[src/rtl/fifo_shift_arb_pkg.sv]
// Shared types and helpers for the fifo_shift write-side arbiter.
//   arb_state_t : arbiter FSM states (IDLE, GRANT)
//   STAT_W      : width of each per-requester transfer statistics counter
//   rr_next()   : round-robin successor index, wrapping n-1 -> 0
package fifo_shift_arb_pkg;

  typedef enum logic {
    IDLE  = 1'b0,
    GRANT = 1'b1
  } arb_state_t;

  localparam int unsigned STAT_W = 32'd32;

  // Index that gets top priority after requester idx finishes its burst.
  function automatic int unsigned rr_next(input int unsigned idx, input int unsigned n);
    if (idx + 32'd1 >= n) begin
      return 32'd0;
    end else begin
      return idx + 32'd1;
    end
  endfunction

endpackage

[src/rtl/fifo_shift_wr_arb_rr_pick.sv]
// Combinational round-robin picker.
// Searches req starting at ptr, then ptr+1, ... wrapping at N-1 -> 0, and
// reports the first asserted requester.
//   req    in  N   request vector
//   ptr    in  IW  highest-priority index (must be < N)
//   onehot out N   one-hot of the chosen requester (0 when none)
//   idx    out IW  index of the chosen requester (0 when none)
//   any    out 1   at least one request asserted
module rr_pick #(
  parameter int N  = 4,
  parameter int IW = 2
) (
  input  logic [N-1:0]  req,
  input  logic [IW-1:0] ptr,
  output logic [N-1:0]  onehot,
  output logic [IW-1:0] idx,
  output logic          any
);

  // Rotating priority scan; the first hit latches via 'any'.
  always_comb begin
    int unsigned j;
    onehot = '0;
    idx    = '0;
    any    = 1'b0;
    j      = 32'd0;
    for (int k = 0; k < N; k++) begin
      j = 32'(ptr) + 32'(k);
      if (j >= 32'(N)) begin
        j = j - 32'(N);
      end else begin
        j = j;
      end
      if (!any && req[j]) begin
        any       = 1'b1;
        onehot[j] = 1'b1;
        idx       = IW'(j);
      end else begin
        any = any;
      end
    end
  end

endmodule

[src/rtl/fifo_shift_wr_arb.sv]
// Round-robin write arbiter sharing one fifo_shift_prefetch write port among
// NUM_REQ requesters. One requester is granted at a time and keeps the grant
// for a burst that ends on req_last or after MAX_BURST words.
// Optional feature macro: WR_ARB_STATS_EN (per-requester transfer counters).
// Ports:
//   clk, rst        clock; asynchronous active-low reset
//   req_valid/last  per-requester word valid / last-of-burst
//   req_data        per-requester word, requester i at [i*DATA_WIDTH +: DATA_WIDTH]
//   req_ready       per-requester accept
//   fifo_wr_en/data FIFO write side
//   fifo_wr_vld     FIFO can accept a word this cycle
//   grant_id        current / last granted requester
//   busy            high while a grant is held
//   stat_clr/cnt    (WR_ARB_STATS_EN only) sync clear / 32-bit counters per requester
module fifo_shift_wr_arb
  import fifo_shift_arb_pkg::*;
#(
  parameter int NUM_REQ    = 4,
  parameter int DATA_WIDTH = 8,
  parameter int MAX_BURST  = 16
) (
  input  logic                          clk,
  input  logic                          rst,
  input  logic [NUM_REQ-1:0]            req_valid,
  input  logic [NUM_REQ-1:0]            req_last,
  input  logic [NUM_REQ*DATA_WIDTH-1:0] req_data,
  output logic [NUM_REQ-1:0]            req_ready,
  output logic                          fifo_wr_en,
  output logic [DATA_WIDTH-1:0]         fifo_wr_data,
  input  logic                          fifo_wr_vld,
  output logic [$clog2(NUM_REQ)-1:0]    grant_id,
  output logic                          busy
`ifdef WR_ARB_STATS_EN
  ,
  input  logic                          stat_clr,
  output logic [NUM_REQ*STAT_W-1:0]     stat_cnt
`endif
);

  localparam int IW     = $clog2(NUM_REQ);
  localparam int BCNT_W = $clog2(MAX_BURST + 1);

  arb_state_t           state_r, state_n_s;
  logic [IW-1:0]        grant_r, grant_n_s;
  logic [NUM_REQ-1:0]   grant_oh_r, grant_oh_n_s;
  logic [IW-1:0]        rr_ptr_r, rr_ptr_n_s;
  logic [BCNT_W-1:0]    bcnt_r, bcnt_n_s;
  logic [NUM_REQ-1:0]   pick_oh_s;
  logic [IW-1:0]        pick_idx_s;
  logic                 pick_any_s;
  logic                 transfer_s;

  rr_pick #(
    .N  (NUM_REQ),
    .IW (IW)
  ) u_pick (
    .req    (req_valid),
    .ptr    (rr_ptr_r),
    .onehot (pick_oh_s),
    .idx    (pick_idx_s),
    .any    (pick_any_s)
  );

  // FSM state, grant, round-robin pointer and burst counter registers.
  always_ff @(posedge clk or negedge rst) begin
    if (!rst) begin
      state_r    <= IDLE;
      grant_r    <= '0;
      grant_oh_r <= '0;
      rr_ptr_r   <= '0;
      bcnt_r     <= '0;
    end else begin
      state_r    <= state_n_s;
      grant_r    <= grant_n_s;
      grant_oh_r <= grant_oh_n_s;
      rr_ptr_r   <= rr_ptr_n_s;
      bcnt_r     <= bcnt_n_s;
    end
  end

  // Next-state logic and write-port muxing; outputs are quiet in IDLE.
  always_comb begin
    state_n_s    = state_r;
    grant_n_s    = grant_r;
    grant_oh_n_s = grant_oh_r;
    rr_ptr_n_s   = rr_ptr_r;
    bcnt_n_s     = bcnt_r;
    req_ready    = '0;
    fifo_wr_en   = 1'b0;
    fifo_wr_data = '0;
    transfer_s   = 1'b0;
    case (state_r)
      IDLE: begin
        if (pick_any_s) begin
          grant_n_s    = pick_idx_s;
          grant_oh_n_s = pick_oh_s;
          bcnt_n_s     = '0;
          state_n_s    = GRANT;
        end else begin
          state_n_s = IDLE;
        end
      end
      GRANT: begin
        fifo_wr_en   = req_valid[grant_r];
        fifo_wr_data = req_data[grant_r*DATA_WIDTH +: DATA_WIDTH];
        req_ready    = grant_oh_r & {NUM_REQ{fifo_wr_vld}};
        transfer_s   = req_valid[grant_r] & fifo_wr_vld;
        if (transfer_s) begin
          // bcnt counts words already moved, so this word is number bcnt+1.
          if (req_last[grant_r] || ((bcnt_r + BCNT_W'(1)) == BCNT_W'(MAX_BURST))) begin
            state_n_s  = IDLE;
            bcnt_n_s   = '0;
            rr_ptr_n_s = IW'(rr_next(32'(grant_r), 32'(NUM_REQ)));
          end else begin
            bcnt_n_s = bcnt_r + BCNT_W'(1);
          end
        end else begin
          bcnt_n_s = bcnt_r;
        end
      end
      default: begin
        state_n_s = IDLE;
      end
    endcase
  end

  assign busy     = (state_r == GRANT);
  assign grant_id = grant_r;

`ifdef WR_ARB_STATS_EN
  logic [STAT_W-1:0] stat_r [NUM_REQ];

  // Saturating per-requester transfer counters; clear beats increment.
  always_ff @(posedge clk or negedge rst) begin
    if (!rst) begin
      for (int i = 0; i < NUM_REQ; i++) begin
        stat_r[i] <= '0;
      end
    end else begin
      for (int i = 0; i < NUM_REQ; i++) begin
        if (stat_clr) begin
          stat_r[i] <= '0;
        end else if (transfer_s && grant_oh_r[i] && (stat_r[i] != {STAT_W{1'b1}})) begin
          stat_r[i] <= stat_r[i] + STAT_W'(1);
        end else begin
          stat_r[i] <= stat_r[i];
        end
      end
    end
  end

  // Flatten counters onto the output bus.
  always_comb begin
    stat_cnt = '0;
    for (int i = 0; i < NUM_REQ; i++) begin
      stat_cnt[i*STAT_W +: STAT_W] = stat_r[i];
    end
  end
`endif

endmodule

[config.mk]
export PLATFORM = sky130hd
export DESIGN_NAME = fifo_shift_wr_arb
export DESIGN_NICKNAME = d
export VERILOG_FILES = /design/src/rtl/fifo_shift_arb_pkg.sv /design/src/rtl/fifo_shift_wr_arb_rr_pick.sv /design/src/rtl/fifo_shift_wr_arb.sv
export SDC_FILE = /design/constraint.sdc
export NUM_CORES = 1
export LEC_CHECK = 0
export BUFFER_PORTS_ARGS = -buffer_cell sky130_fd_sc_hd__buf_2
export CAP_MARGIN = 0
export CORE_MARGIN = 4
export CORE_UTILIZATION = 25
export CTS_CLUSTER_SIZE = 16
export DETAILED_ROUTE_END_ITERATION = 7
export SLEW_MARGIN = 10
export SYNTH_ARGS = -nofsm -noshare
export SYNTH_HDL_FRONTEND = slang
export SYNTH_SLANG_ARGS = --single-unit
[constraint.sdc]
create_clock -name clk -period 5.6 [get_ports clk]
set_input_delay 1.68 -clock clk [delete_from_list [all_inputs] [get_ports clk]]
set_output_delay 1.68 -clock clk [all_outputs]
set_load 0.02 [all_outputs]
==> flow_summary_export.csv <==
group,metric,value,unit
floorplanning,rows,28,
logic_synthesis,async_flop_share,100,%
floorplanning,die_y,86.3,um
drt,drtIter0Drc,43,
logic_synthesis,yosysTopAreaCellShare,22.9,%
worst_setup_path,critPathArrivalTime,2.73,ns
logic_synthesis,synth_seq_cells,14,
finish,antenna_cells,0,
hold_path,hp-class,"reg2reg",
logic_synthesis,synth_area_leaders,"dfrtp_1, mux4_2, ha_1, mux2i_1, and2_1",
floorplanning,dieArea,7440,um2
grt,grt_pass1_wl,6.25,mm
timing,rsz0062_at_grt,"no",
power_and_ir_drop,p_leak,0.000869,uW
drt,wl_per_cell,13.9,um
timing,max_slew_margin,52.0,%
logic_synthesis,synth_edf_count,0,
worst_setup_path,worstPathRequired,3.92,ns
clock_tree,clockBufferDepth,2,
grt,grt_pass1_vias,1314,
drt,dr.pass1.iters,4,
grt,gr-usage-all-layers,10.3,%
floorplanning,io_pins,59,
timing,fin_crit,4.41,ns
clock_tree,insertion_delay,0.24,ns
grt,antenna_found_initial,0,
power_and_ir_drop,finalPower,956,uW
logic_synthesis,synth_fp_nets,202,
logic_synthesis,yosys.cell_types.count,41,
timing,tns,0,ns
timing,slew_violations,0,
grt,grt_overflow,0,
power_and_ir_drop,p_per_area,504,nW/um2
floorplanning,die_x,86.3,um
clock_tree,clkTransAtPathRegs,0.06,ns
timing,worst_slew_pin_slew,0.720,ns
run_status,status,"completed",
finish,syn2layout_area_growth,23.8,%
floorplanning,initial_core_util,25.9,%
placed_design,io_buffers,58,
clock_tree,cts_made_buffers,3,
drt,vias,1380,
worst_setup_path,critPathKind,"in2out",
run,drv_cap,0,
logic_synthesis,synth_ff_type,"dfrtp_1",
logic_synthesis,post-synth-top-count-cell,"dfrtp_1",
logic_synthesis,synth.avg_cell_area,10.3,um2
drt,viasPerCell,5.02,
grt,grt_max_degree,20,
logic_synthesis,synthTopCellsByCount,"dfrtp_1, mux4_2, nor2_1, ha_1",
placed_design,place.gp.congestion,0.804,
placed_design,dp_cells,271,
drt,drc,0,
timing,timing.final.crit_share,78.8,%
logic_synthesis,synth_warnings,0,
logic_synthesis,synth-seq-area-share,22.9,%
logic_synthesis,synthesis.area,1530,um2
worst_setup_path,cp_max_fo,13,
floorplanning,core_area,5920,um2
drt,ant_nets,0,
clock_tree,cts_root_buf,"clkbuf_8",
drt,totalWireLength,3.82,mm
placed_design,hpwl,3.02,mm
worst_setup_path,start_kind,"primary input",
finish,multiInputGateArea,1080,um2
clock_tree,post_cts_resized,0,
timing,max_freq,227,MHz
clock_tree,clock_sinks,14,
finish,nets,254,
worst_setup_path,end_kind,"primary output",
clock_tree,cts_max_level,1,
finish,drive_gt1_share,41.0,%
clock_tree,cts_setup_buffers,0,
timing,fin_skew,0.00120,ns
finish,final-seq-area,350,um2
finish,final.fill_count,642,
finish,final_cell_count_no_fill,275,
power_and_ir_drop,irDropWorstVdd,0.189,mV
logic_synthesis,synth_area_leader_cell,"dfrtp_1",
logic_synthesis,syn_inst,149,
clock_tree,holdBufCountCts,0,
timing,setup_viol,0,
timing,hold_viol_final,0,
clock_tree,cts_tree,"done",
-- routing by layer --
metal | up-vias | part of all wire, % | track usage [%]
li1 | 670 | - | -
met1 | 669 | 48 | 14.3
met2 | 35 | 46 | 16.7
met3 | 6 | 5.0 | 2.57
met4 | 0 | 0.76 | 1.27
met5 | - | 0 | 0
-- critical path: stages --
cell and delay [ns]:
buf_2 0.17, mux4_2 0.55, and2_1 0.19, buf_2 0.15
-- sequential cells by signal (all words and copies together) (netlist names) --
name / cells
bcnt_r: 5
grant_oh_r: 4
grant_id: 2
rr_ptr_r: 2
busy: 1
-- cell usage in the layout, fill, tap and decap left out, types with 2 or more instances in the layout --
master / count
mux2i_1: 6
and3_1: 5
ha_1: 10
buf_2: 58
nor2_1: 12
nor2b_1: 4
nor4_1: 2
o31ai_1: 2
inv_1: 7
and2_1: 9
a21oi_1: 3
nand2b_1: 2
dfrtp_1: 14
clkbuf_8: 4
nand3_1: 4
mux4_2: 12
nand2_1: 9
mux2_2: 4
mux4_1: 2
a31oi_1: 6
nor3_1: 3
a22o_1: 4
-- report_power, final --
part / total, uW / switching, uW / internal [uW]
sequential: 247 / 105 / 142
combinational: 612 / 306 / 306
clock: 96.4 / 34.2 / 62.2
-- final cells by class --
cell class,count,share of cell area [%]
sequential,14,18.5
timing repair buffer,58,15.3
tap,75,4.95
multi-input combinational,117,57.0
clock buffer,4,2.90
inverter,7,1.39
-- path summary, 6_finish.rpt --
check | from | endpoint | slack, ns | cells after the start
min reg2reg | grant_oh_r[3] | grant_oh_r[3] | 0.56 | 2
max reg2reg | rr_ptr_r[0] | bcnt_r[2] | 2.35 | 7
min in group asynchronous | rst | bcnt_r[4] | 1.32 | 1
max in group asynchronous | rst | grant_oh_r[1] | 4.04 | 1
min | grant_oh_r[3] | grant_oh_r[3] | 0.56 | 2
max | req_valid[0] | fifo_wr_en | 1.19 | 4
-- per-stage QoR --
step / util [%] / worst slack, ns / cell area [um2] / hold WS [ns]
finish: 32.0 / 1.19 / 1900 / 0.557
CTS: 32.0 / 1.18 / 1900 / 0.559
detailed placement: 31.1 / 1.18 / 1840 / 0.547
global route: 32.0 / 1.15 / 1900 / 0.599
global placement: 31.1 / 1.19 / 1840 / 0.538
floorplan: - / 1.32 / 1530 / 0.496
-- kinds of logic after synthesis --
| family | share of synthesized area [%] |
|---|---|
| simple gates | 17.9 |
| compound gates | 15.9 |
| mux | 27.9 |
| buf+inv | 6.62 |
| flops | 22.9 |
| fa+ha+maj | 8.17 |
| xor+xnor | 0.572 |
No activity file was read; power rests on OpenSTA's default activity.
